==> src/rtl/hex_display_ctrl.sv <==
// rtl/hex_display_ctrl.sv - switch to 7-segment display controller (hex / complement / signed decimal), option LZ_BLANK_EN
// Optional build macro: LZ_BLANK_EN blanks leading zero nibbles in HEX mode (digit 0 always shown).
module hex_display_ctrl #(
  parameter int W          = 10,
  parameter int NDIG       = 6,
  parameter int DEB_CYCLES = 1_000_000
) (
  input  logic              clk,
  input  logic              rst_n,
  input  logic [W-1:0]      sw,
  input  logic              key_mode,
  output logic [W-1:0]      ledr,
  output logic [7*NDIG-1:0] hex,
  output logic [1:0]        mode,
  output logic              busy
);

  localparam int NHEX = (W + 3) / 4;
  localparam int ND   = NDIG - 1;
  localparam int BW   = 4 * ND;
  localparam int DCW  = $clog2(DEB_CYCLES + 1);
  localparam int BCW  = $clog2(W + 1);

  localparam logic [DCW-1:0] DEB_LAST = DCW'(DEB_CYCLES - 1);
  localparam logic [BCW-1:0] BC_LAST  = BCW'(W - 1);
  localparam logic [W-1:0]   ONE_W    = W'(1);

  localparam logic [6:0] G_BLANK = 7'h7F;
  localparam logic [6:0] G_MINUS = 7'h3F;
  localparam logic [6:0] G_F     = 7'h0E;

  localparam logic [1:0] MODE_HEX  = 2'd0;
  localparam logic [1:0] MODE_COMP = 2'd1;
  localparam logic [1:0] MODE_DEC  = 2'd2;

  typedef enum logic [1:0] {S_IDLE, S_LOAD, S_SHIFT, S_DONE} state_t;

  function automatic logic [6:0] glyph(input logic [3:0] n);
    case (n)
      4'h0: glyph = 7'h40;
      4'h1: glyph = 7'h79;
      4'h2: glyph = 7'h24;
      4'h3: glyph = 7'h30;
      4'h4: glyph = 7'h19;
      4'h5: glyph = 7'h12;
      4'h6: glyph = 7'h02;
      4'h7: glyph = 7'h78;
      4'h8: glyph = 7'h00;
      4'h9: glyph = 7'h10;
      4'hA: glyph = 7'h08;
      4'hB: glyph = 7'h03;
      4'hC: glyph = 7'h46;
      4'hD: glyph = 7'h21;
      4'hE: glyph = 7'h06;
      default: glyph = 7'h0E;
    endcase
  endfunction

  state_t              state_q, state_d;
  logic [W-1:0]        sw_meta_q, sw_meta_d, sw_sync_q, sw_sync_d;
  logic                key_meta_q, key_meta_d, key_sync_q, key_sync_d;
  logic                key_prev_q, key_prev_d, key_db_q, key_db_d;
  logic [DCW-1:0]      deb_cnt_q, deb_cnt_d;
  logic [W-1:0]        ledr_q, ledr_d;
  logic [1:0]          mode_q, mode_d, last_mode_q, last_mode_d;
  logic [W-1:0]        last_val_q, last_val_d, val_q, val_d;
  logic                dirty_q, dirty_d, neg_q, neg_d, busy_q, busy_d;
  logic [BW-1:0]       bcd_q, bcd_d, bcd_adj;
  logic [BCW-1:0]      bit_cnt_q, bit_cnt_d;
  logic [7*NDIG-1:0]   hex_q, hex_d, disp_glyphs;
  logic [4*NHEX-1:0]   padv;
  logic [4*NDIG-1:0]   bcdp;
  logic [NDIG-1:0]     dec_nz, dec_show;
`ifdef LZ_BLANK_EN
  logic [NHEX-1:0]     hex_nz;
`endif

  // Glyph image the next DONE will latch, built from the captured mode and converted value
  always_comb begin
    disp_glyphs = {NDIG{G_BLANK}};
    padv = '0;
    padv[W-1:0] = val_q;
    bcdp = '0;
    bcdp[BW-1:0] = bcd_q;
    dec_nz[NDIG-1] = (bcdp[4*(NDIG-1) +: 4] != 4'd0);
    for (int i = NDIG - 2; i >= 0; i--) begin
      dec_nz[i] = dec_nz[i+1] | (bcdp[4*i +: 4] != 4'd0);
    end
    dec_show = dec_nz | {{(NDIG-1){1'b0}}, 1'b1};
`ifdef LZ_BLANK_EN
    hex_nz[NHEX-1] = (padv[4*(NHEX-1) +: 4] != 4'd0);
    for (int i = NHEX - 2; i >= 0; i--) begin
      hex_nz[i] = hex_nz[i+1] | (padv[4*i +: 4] != 4'd0);
    end
`endif
    case (last_mode_q)
      MODE_COMP: begin
        disp_glyphs = {NDIG{G_F}};
        for (int i = 0; i < NHEX; i++) begin
          disp_glyphs[7*i +: 7] = glyph(padv[4*i +: 4]);
        end
      end
      MODE_DEC: begin
        for (int i = 0; i < NDIG; i++) begin
          if (dec_show[i]) disp_glyphs[7*i +: 7] = glyph(bcdp[4*i +: 4]);
        end
        for (int i = 1; i < NDIG; i++) begin
          if (neg_q && dec_show[i-1] && !dec_show[i]) disp_glyphs[7*i +: 7] = G_MINUS;
        end
      end
      default: begin
        for (int i = 0; i < NHEX; i++) begin
`ifdef LZ_BLANK_EN
          if (i == 0 || hex_nz[i]) disp_glyphs[7*i +: 7] = glyph(padv[4*i +: 4]);
`else
          disp_glyphs[7*i +: 7] = glyph(padv[4*i +: 4]);
`endif
        end
      end
    endcase
  end

  // Double-dabble correction: every BCD nibble of 5 or more gets +3 before the shift
  always_comb begin
    bcd_adj = bcd_q;
    for (int i = 0; i < ND; i++) begin
      if (bcd_q[4*i +: 4] >= 4'd5) bcd_adj[4*i +: 4] = bcd_q[4*i +: 4] + 4'd3;
    end
  end

  // Next state: synchronisers, key debounce, mode stepping and the conversion FSM
  always_comb begin
    state_d     = state_q;
    sw_meta_d   = sw;
    sw_sync_d   = sw_meta_q;
    key_meta_d  = key_mode;
    key_sync_d  = key_meta_q;
    key_prev_d  = key_sync_q;
    key_db_d    = key_db_q;
    deb_cnt_d   = deb_cnt_q;
    ledr_d      = sw_sync_q;
    mode_d      = mode_q;
    last_mode_d = last_mode_q;
    last_val_d  = last_val_q;
    val_d       = val_q;
    dirty_d     = dirty_q;
    neg_d       = neg_q;
    bcd_d       = bcd_q;
    bit_cnt_d   = bit_cnt_q;
    hex_d       = hex_q;

    if (key_sync_q != key_prev_q) begin
      deb_cnt_d = '0;
    end else if (deb_cnt_q != DEB_LAST) begin
      deb_cnt_d = deb_cnt_q + DCW'(1);
    end else begin
      key_db_d = key_sync_q;
    end

    // a press is the debounced falling edge; exactly one mode step per press
    if (key_db_q && !key_db_d) begin
      case (mode_q)
        MODE_HEX:  mode_d = MODE_COMP;
        MODE_COMP: mode_d = MODE_DEC;
        default:   mode_d = MODE_HEX;
      endcase
    end

    case (state_q)
      S_IDLE: begin
        if (dirty_q || (sw_sync_q != last_val_q) || (mode_q != last_mode_q)) begin
          last_val_d  = sw_sync_q;
          last_mode_d = mode_q;
          dirty_d     = 1'b0;
          state_d     = S_LOAD;
        end
      end
      S_LOAD: begin
        bcd_d     = '0;
        bit_cnt_d = '0;
        neg_d     = 1'b0;
        case (last_mode_q)
          MODE_COMP: begin
            val_d   = ~last_val_q + ONE_W;
            state_d = S_DONE;
          end
          MODE_DEC: begin
            neg_d   = last_val_q[W-1];
            val_d   = last_val_q[W-1] ? (~last_val_q + ONE_W) : last_val_q;
            state_d = S_SHIFT;
          end
          default: begin
            val_d   = last_val_q;
            state_d = S_DONE;
          end
        endcase
      end
      S_SHIFT: begin
        bcd_d     = {bcd_adj[BW-2:0], val_q[W-1]};
        val_d     = {val_q[W-2:0], 1'b0};
        bit_cnt_d = bit_cnt_q + BCW'(1);
        if (bit_cnt_q == BC_LAST) state_d = S_DONE;
      end
      default: begin
        hex_d   = disp_glyphs;
        state_d = S_IDLE;
      end
    endcase

    busy_d = (state_d != S_IDLE);
  end

  // All state registers; async reset blanks the display and forces a fresh conversion
  always_ff @(posedge clk or negedge rst_n) begin
    if (!rst_n) begin
      state_q     <= S_IDLE;
      sw_meta_q   <= '0;
      sw_sync_q   <= '0;
      key_meta_q  <= 1'b0;
      key_sync_q  <= 1'b0;
      key_prev_q  <= 1'b0;
      key_db_q    <= 1'b0;
      deb_cnt_q   <= '0;
      ledr_q      <= '0;
      mode_q      <= MODE_HEX;
      last_mode_q <= MODE_HEX;
      last_val_q  <= '0;
      val_q       <= '0;
      dirty_q     <= 1'b1;
      neg_q       <= 1'b0;
      bcd_q       <= '0;
      bit_cnt_q   <= '0;
      busy_q      <= 1'b0;
      hex_q       <= {NDIG{G_BLANK}};
    end else begin
      state_q     <= state_d;
      sw_meta_q   <= sw_meta_d;
      sw_sync_q   <= sw_sync_d;
      key_meta_q  <= key_meta_d;
      key_sync_q  <= key_sync_d;
      key_prev_q  <= key_prev_d;
      key_db_q    <= key_db_d;
      deb_cnt_q   <= deb_cnt_d;
      ledr_q      <= ledr_d;
      mode_q      <= mode_d;
      last_mode_q <= last_mode_d;
      last_val_q  <= last_val_d;
      val_q       <= val_d;
      dirty_q     <= dirty_d;
      neg_q       <= neg_d;
      bcd_q       <= bcd_d;
      bit_cnt_q   <= bit_cnt_d;
      busy_q      <= busy_d;
      hex_q       <= hex_d;
    end
  end

  assign ledr = ledr_q;
  assign hex  = hex_q;
  assign mode = mode_q;
  assign busy = busy_q;

endmodule
==> config.mk <==
export PLATFORM = sky130hd
export DESIGN_NAME = hex_display_ctrl
export DESIGN_NICKNAME = d
export VERILOG_FILES = /design/src/rtl/hex_display_ctrl.sv
export SDC_FILE = /design/constraint.sdc
export NUM_CORES = 1
export LEC_CHECK = 0
export BUFFER_PORTS_ARGS = -buffer_cell sky130_fd_sc_hd__buf_2
export CAP_MARGIN = 5
export CORE_MARGIN = 4
export CORE_UTILIZATION = 24
export DETAILED_ROUTE_END_ITERATION = 16
export PLACE_DENSITY = 0.46
export REMOVE_ABC_BUFFERS = 1
export SLEW_MARGIN = 20
export SYNTH_ARGS = -nofsm -noshare
export SYNTH_HDL_FRONTEND = slang
export SYNTH_SLANG_ARGS = --single-unit
==> constraint.sdc <==
create_clock -name clk -period 7.4 [get_ports clk]
set_input_delay 1.48 -clock clk [delete_from_list [all_inputs] [get_ports clk]]
set_output_delay 1.48 -clock clk [all_outputs]
set_load 0.02 [all_outputs]
# Yosys cells after proc, flatten, opt, wreduce, memory -nomap -nowiden
# Memories as Yosys holds them, arrays and structs flattened.
# Cells that the tools add are included.
# classes
n_addsub,8
magnitude_cmp,5
n_eq_ne,13
muxes,32
n_bitwise,4
reduce_logical,28
# op_table
cell,n
21-bit one-hot mux with 2 select lines,2
7-bit two-way mux,9
20-bit two-way mux,2
10-bit one-hot mux with 2 select lines,2
20-bit one-hot mux with 2 select lines,1
7-bit one-hot mux with 4 select lines,1
20-bit by 1-bit adder with 20-bit output (second input constant),1
4-bit by 3-bit >= comparator with 1-bit output (second input constant),5
20-bit inequality test (second input constant),1
4-bit by 2-bit adder with 4-bit output (second input constant),4
4-bit two-way mux,4
4-bit nonzero test,4
10-bit by 1-bit adder with 10-bit output (second input constant),1
10-bit two-way mux,1
10-bit inequality test,1
10-bit inverter,1
1-bit logical AND,9
2-bit by 1-bit equality test with 1-bit output (second input constant),4
2-bit equality test (second input constant),4
4-bit one-hot mux with 2 select lines,1
2-bit zero test,3
2-bit one-hot mux with 3 select lines,1
2-bit nonzero test,3
1-bit zero test,5
other kinds (13),20
# word_totals
reg_bits,149
romBits,1008
inputBits,13
output_inout_bits,55
wordCells,118
n_memories,9
# mem_list
memory,words,width,rd,rd_ports_with_merged_regs,wr,line_no,text
(name not given),16,7,1,0,0,39,case (n)
(name not given),16,7,1,0,0,39,
(name not given),16,7,1,0,0,39,
(name not given),16,7,1,0,0,39,
(name not given),16,7,1,0,0,39,
(name not given),16,7,1,0,0,39,
3 more memories,-,-,-,-,-,-,

# Longest topological paths before layout
# depth
depth_word,8
mapped_depth,9
ltp_nobuf,8

# Least setup slack after synthesis
# Ideal clock, no wire load.
# synth_timing
path_type,reg2reg
start,register bcd_q[16]
end,"register hex_q[12], in the netlist hex[12]"
setup_ns,0.089
arrival_time_ns,2.316
t_required_ns,7.311
setup_slack_ns,4.995
path_stages_with_launch,9
n_path_buf,2
period_less_slack_ns,2.405
path_cell_list,dfrtp_1 > inv_1 > ha_1 > or3b_1 > clkbuf_2 > or3_1 > buf_2 > or3_1 > a211oi_1
# synth_via
elab_chain_len,8
elab_cells_between_ends,9
classes_between,mux: 3; bitwise: 3; reduce/logical: 3
# synth_lines
item,line_no,text
from (decl),68,"logic [BW-1:0] bcd_q, bcd_d, bcd_adj;"
from (signal assigned),231,bcd_q <= '0;
from (signal assigned),251,bcd_q <= bcd_d;
4-bit nonzero test (*),87,dec_nz[i] = dec_nz[i+1] | (bcdp[4*i +: 4] != 4'd0);
1-bit OR (*) (3 in series),87,
1-bit zero test,108,if (neg_q && dec_show[i-1] && !dec_show[i]) disp_glyphs[7*i +: 7] = G_MINUS;
1-bit logical AND,108,
7-bit two-way mux (*),108,
21-bit one-hot mux with 2 select lines (*),96,case (last_mode_q)
to (signal assigned),234,hex_q <= {NDIG{G_BLANK}};
to (decl),70,"logic [7*NDIG-1:0] hex_q, hex_d, disp_glyphs;"
# Every way passes the cells marked *; elsewhere a longest branch is shown, timed or not.
# A chain may end at the register's enable or synchronous reset.

==> flow_summary_export.csv <==
group,metric,value,unit
route,wl_per_cell,16.1,um
global_route,grt.overflow.total,0,
sta,fmax,378,MHz
worst_setup_path,cp_slowest_stage_delay,570,ps
synth,seq_area_frac_synth,0.431,
synth,syn_inst,857,
hold_path,hold_path_class,"reg2reg",
synth,netlist_area,8470,um2
placed_design,placed_area,9160,um2
layout,final_nets,955,
global_route,grt_pass1_vias,6419,
floorplan,io_pins,68,
clocking,root_buffer,"clkbuf_16",
route,drt-initial-drc-count,410,
sta,post-route-period-util,0.358,
worst_setup_path,cp_cell_sequence,"buf_2",
hold_path,hold_path_depth,0,
sta,setup_ws,4750,ps
worst_setup_path,reg2reg_from,"bcd_q[16]$_DFFE_PN0P_",
layout,fin_util,0.281,
clocking,clockBufferDepth,2,
placed_design,routabilityCongestion,0.822,
layout,final_area,9770,um2
synth,synth-edff-count,0,
sta,period_minus_slack,2650,ps
worst_setup_path,critPathTopFamily,"flip-flops",
layout,synthToLayoutAreaGrowth,15.4,%
placed_design,portBuffers,64,
synth,netlist-cell-type-count,69,
sta,setup_violations,0,
clocking,htreeDepth,4,
worst_setup_path,worstPathArrival,1170,ps
placed_design,dp_slack,4410,ps
worst_setup_path,crit_buf_inv,1,
clocking,clk_pin_slew,60,ps
route,final_antenna_net_count,0,
route,vias,6472,
sta,slew_headroom,0.452,
sta,rsz0062_at_grt,"no",
power_and_ir_drop,irDropWorstVdd,179,uV
sta,tightest_slew,821,ps
clocking,insertion_delay,430,ps
synth,synth_ff_type,"dfrtp_1",
power_and_ir_drop,power.density,342,nW/um2
worst_setup_path,end_kind,"output pin",
synth,avgSynthCellArea,9.88,um2
synth,synth_warnings,0,
global_route,grt_pass1_wl,35900,um
run_status,status,"complete, no violations",
route,viasPerCell,4.77,
global_route,antenna_found_initial,0,
worst_setup_path,r2r_slack,4770,ps
sta,whs,345,ps
floorplan,rows,68,
route,remaining_drc_errors,0,
worst_setup_path,crit_fanout,4,
sta,slew_viol_final,0,
synth,async_flop_share,1.00,
synth,ys_ff_latch,144,
floorplan,core_area,34700,um2
global_route,grt_max_degree,87,
worst_setup_path,cp.required,5920,ps
sta,hold_violations,0,
floorplan,die_h,196,um
worst_setup_path,critical_path_class,"reg2out",
clocking,cts_setup_buffers,0,
hold_path,min_from,"sw_meta_q[5]$_DFF_PN0_",
floorplan,die_w,196,um
route,routed_wl,21900,um
clocking,cts_resized,0,
clocking,numCtsBuffers,17,
clocking,cts_tree,"built",
job,cap_violations,0,
floorplan,initial_core_util,0.244,
power_and_ir_drop,p_leak,4.03,nW
worst_setup_path,r2r_cells,6,
clocking,cts.sinks,144,
sta,fin_skew,12.5,ps
layout,num_antenna_cells,0,
worst_setup_path,cp-start-kind,"flip-flop",
worst_setup_path,cp_slowest_cell,"dfstp_2",
worst_setup_path,r2r_end,"hex[12]$_DFFE_PN1N_",
placed_design,dp_hpwl,15000,um
layout,drive_above_1_share,0.192,
floorplan,die_area,38400,um2
global_route,grt.total_usage,0.116,
clocking,holdBufCountCts,0,
hold_path,min_to,"ledr_d[5]$_DFF_PN0_",
route,dr.pass1.iters,5,
sta,finalSetupTns,0,ps
==> cells by family (layout without fill, tap and decap cells) <==
| family | Yosys count | in the layout | synth area share |
|---|---|---|---|
| buffers and inverters | 123 | 165 | 0.0588 |
| other | 1 | 3 | 0.000443 |
| muxes | 51 | 51 | 0.0742 |
| and+or+nand+nor | 227 | 227 | 0.145 |
| adders and majority gates | 54 | 54 | 0.0798 |
| xor gates and xnor gates | 30 | 30 | 0.0310 |
| AOI/OAI and AO/OA | 227 | 227 | 0.180 |
| DFF | 144 | 144 | 0.431 |
==> synthesized netlist by cell type (all sizes together), types with 4 or more instances <==
| library cell | count | area [um2] |
|---|---|---|
| dfrtp | 106 | 2650 |
| inv | 62 | 233 |
| o21ai | 58 | 290 |
| ha | 54 | 676 |
| clkbuf | 47 | 178 |
| nor2 | 43 | 161 |
| dfstp | 38 | 998 |
| a21oi | 37 | 185 |
| nand2 | 37 | 139 |
| xnor2 | 25 | 219 |
| nand3 | 24 | 120 |
| mux2i | 23 | 230 |
| nor3 | 22 | 110 |
| mux2 | 21 | 236 |
| o22ai | 19 | 119 |
| nor2b | 18 | 113 |
| a31oi | 14 | 87.6 |
| o2bb2ai | 14 | 123 |
| buf | 13 | 83.8 |
| nand4 | 12 | 75.1 |
| o211ai | 12 | 90.1 |
| a311oi | 11 | 96.3 |
| nand2b | 10 | 62.6 |
| nor3b | 10 | 75.1 |
| a221oi | 8 | 70.1 |
| o31ai | 8 | 60.1 |
| mux4 | 7 | 161 |
| or3 | 7 | 43.8 |
| and4 | 6 | 52.6 |
| nor4 | 6 | 37.5 |
| o311ai | 6 | 52.6 |
| a211oi | 5 | 37.5 |
| a21o | 5 | 37.5 |
| and2 | 5 | 31.3 |
| nand3b | 5 | 37.5 |
| or3b | 5 | 43.8 |
| or4 | 5 | 37.5 |
| xor2 | 5 | 43.8 |
| and3 | 4 | 25.0 |
==> registers in the layout (all words and copies together), names as in the netlist, 2 cells and up <==
signal	cells
mode	2
last_mode_q	2
deb_cnt_q	20
bit_cnt_q	4
ledr	10
bcd_q	20
val_q	10
state_q	2
last_val_q	10
hex	37
sw_meta_q	10
ledr_d	10
==> layer usage <==
layer  track usage  up-vias  wire length [um]  part of all wire
li1              -     3172                 -                 -
met1         0.161     3185             10800              0.50
met2         0.181      102             10000              0.46
met3        0.0270       13               767             0.035
met4        0.0295        0               250             0.011
met5             0        -                 0                 0
==> report_power, final <==
group	switching, mW	internal, mW
Clock	0.352	0.549
Sequential	0.206	1.03
Combinational	0.735	0.474
Total	1.29	2.05
==> worst max path at each step <==
| stage | cells after the start | from | end | slack (ps) |
|---|---|---|---|---|
| 2_1_floorplan | 6 | bcd_q[16]$_DFFE_PN0P_ | hex[12]$_DFFE_PN1N_ | 5060 |
| 3_3_place_gp | 6 | bcd_q[16]$_DFFE_PN0P_ | hex[10]$_DFFE_PN1N_ | 4440 |
| 3_5_place_dp | 2 | rst_n | sw_meta_q[8]$_DFF_PN0_ | 4410 |
| 4_1_cts | 1 | hex[40]$_DFFE_PN1N_ | hex[35] | 4700 |
| 5_1_grt | 6 | bcd_q[16]$_DFFE_PN0P_ | hex[12]$_DFFE_PN1N_ | 4640 |
| 6_report | 1 | hex[40]$_DFFE_PN1N_ | hex[35] | 4750 |
==> through the flow <==
step	cells	total power, mW
after floorplan	799	2.05
after global placement	1324	2.47
after detailed placement	1324	2.48
after CTS	1356	3.40
after global routing	1356	3.60
final	1356	3.34
==> cells in the final DEF (no fill, tap or decap), types with 6 or more instances in the layout <==
cell,netlist,final
clkbuf_16,0,17
a311oi_1,11,11
o2bb2ai_1,14,14
nand2_1,37,37
or3_1,7,7
a31oi_1,14,14
ha_1,54,54
nand4_1,12,12
o31ai_1,8,8
nor2_1,43,43
nor4_1,6,6
nor2b_1,18,18
mux2_2,21,21
xnor2_1,25,25
o211ai_1,12,12
mux2i_1,23,23
nor3_1,22,22
mux4_2,6,6
and4_1,6,6
a221oi_1,8,8
buf_4,5,6
a21oi_1,37,37
dfrtp_1,106,106
o22ai_1,19,19
nand2b_1,10,10
dfstp_2,38,38
inv_1,62,62
o21ai_0,58,58
nand3_1,24,24
nor3b_1,10,10
o311ai_0,6,6
buf_2,1,63
==> cell type report <==
class / instances / area [um2]
Timing Repair Buffer: 70 / 372
Clock inverter: 9 / 131
Fill cell: 3687 / 24900
Tap cell: 455 / 569
Clock buffer: 23 / 468
Sequential cell: 144 / 3650
Multi-Input combinational cell: 592 / 4340
Inverter: 63 / 236
Note: power is estimated with default switching activity, not from simulation.
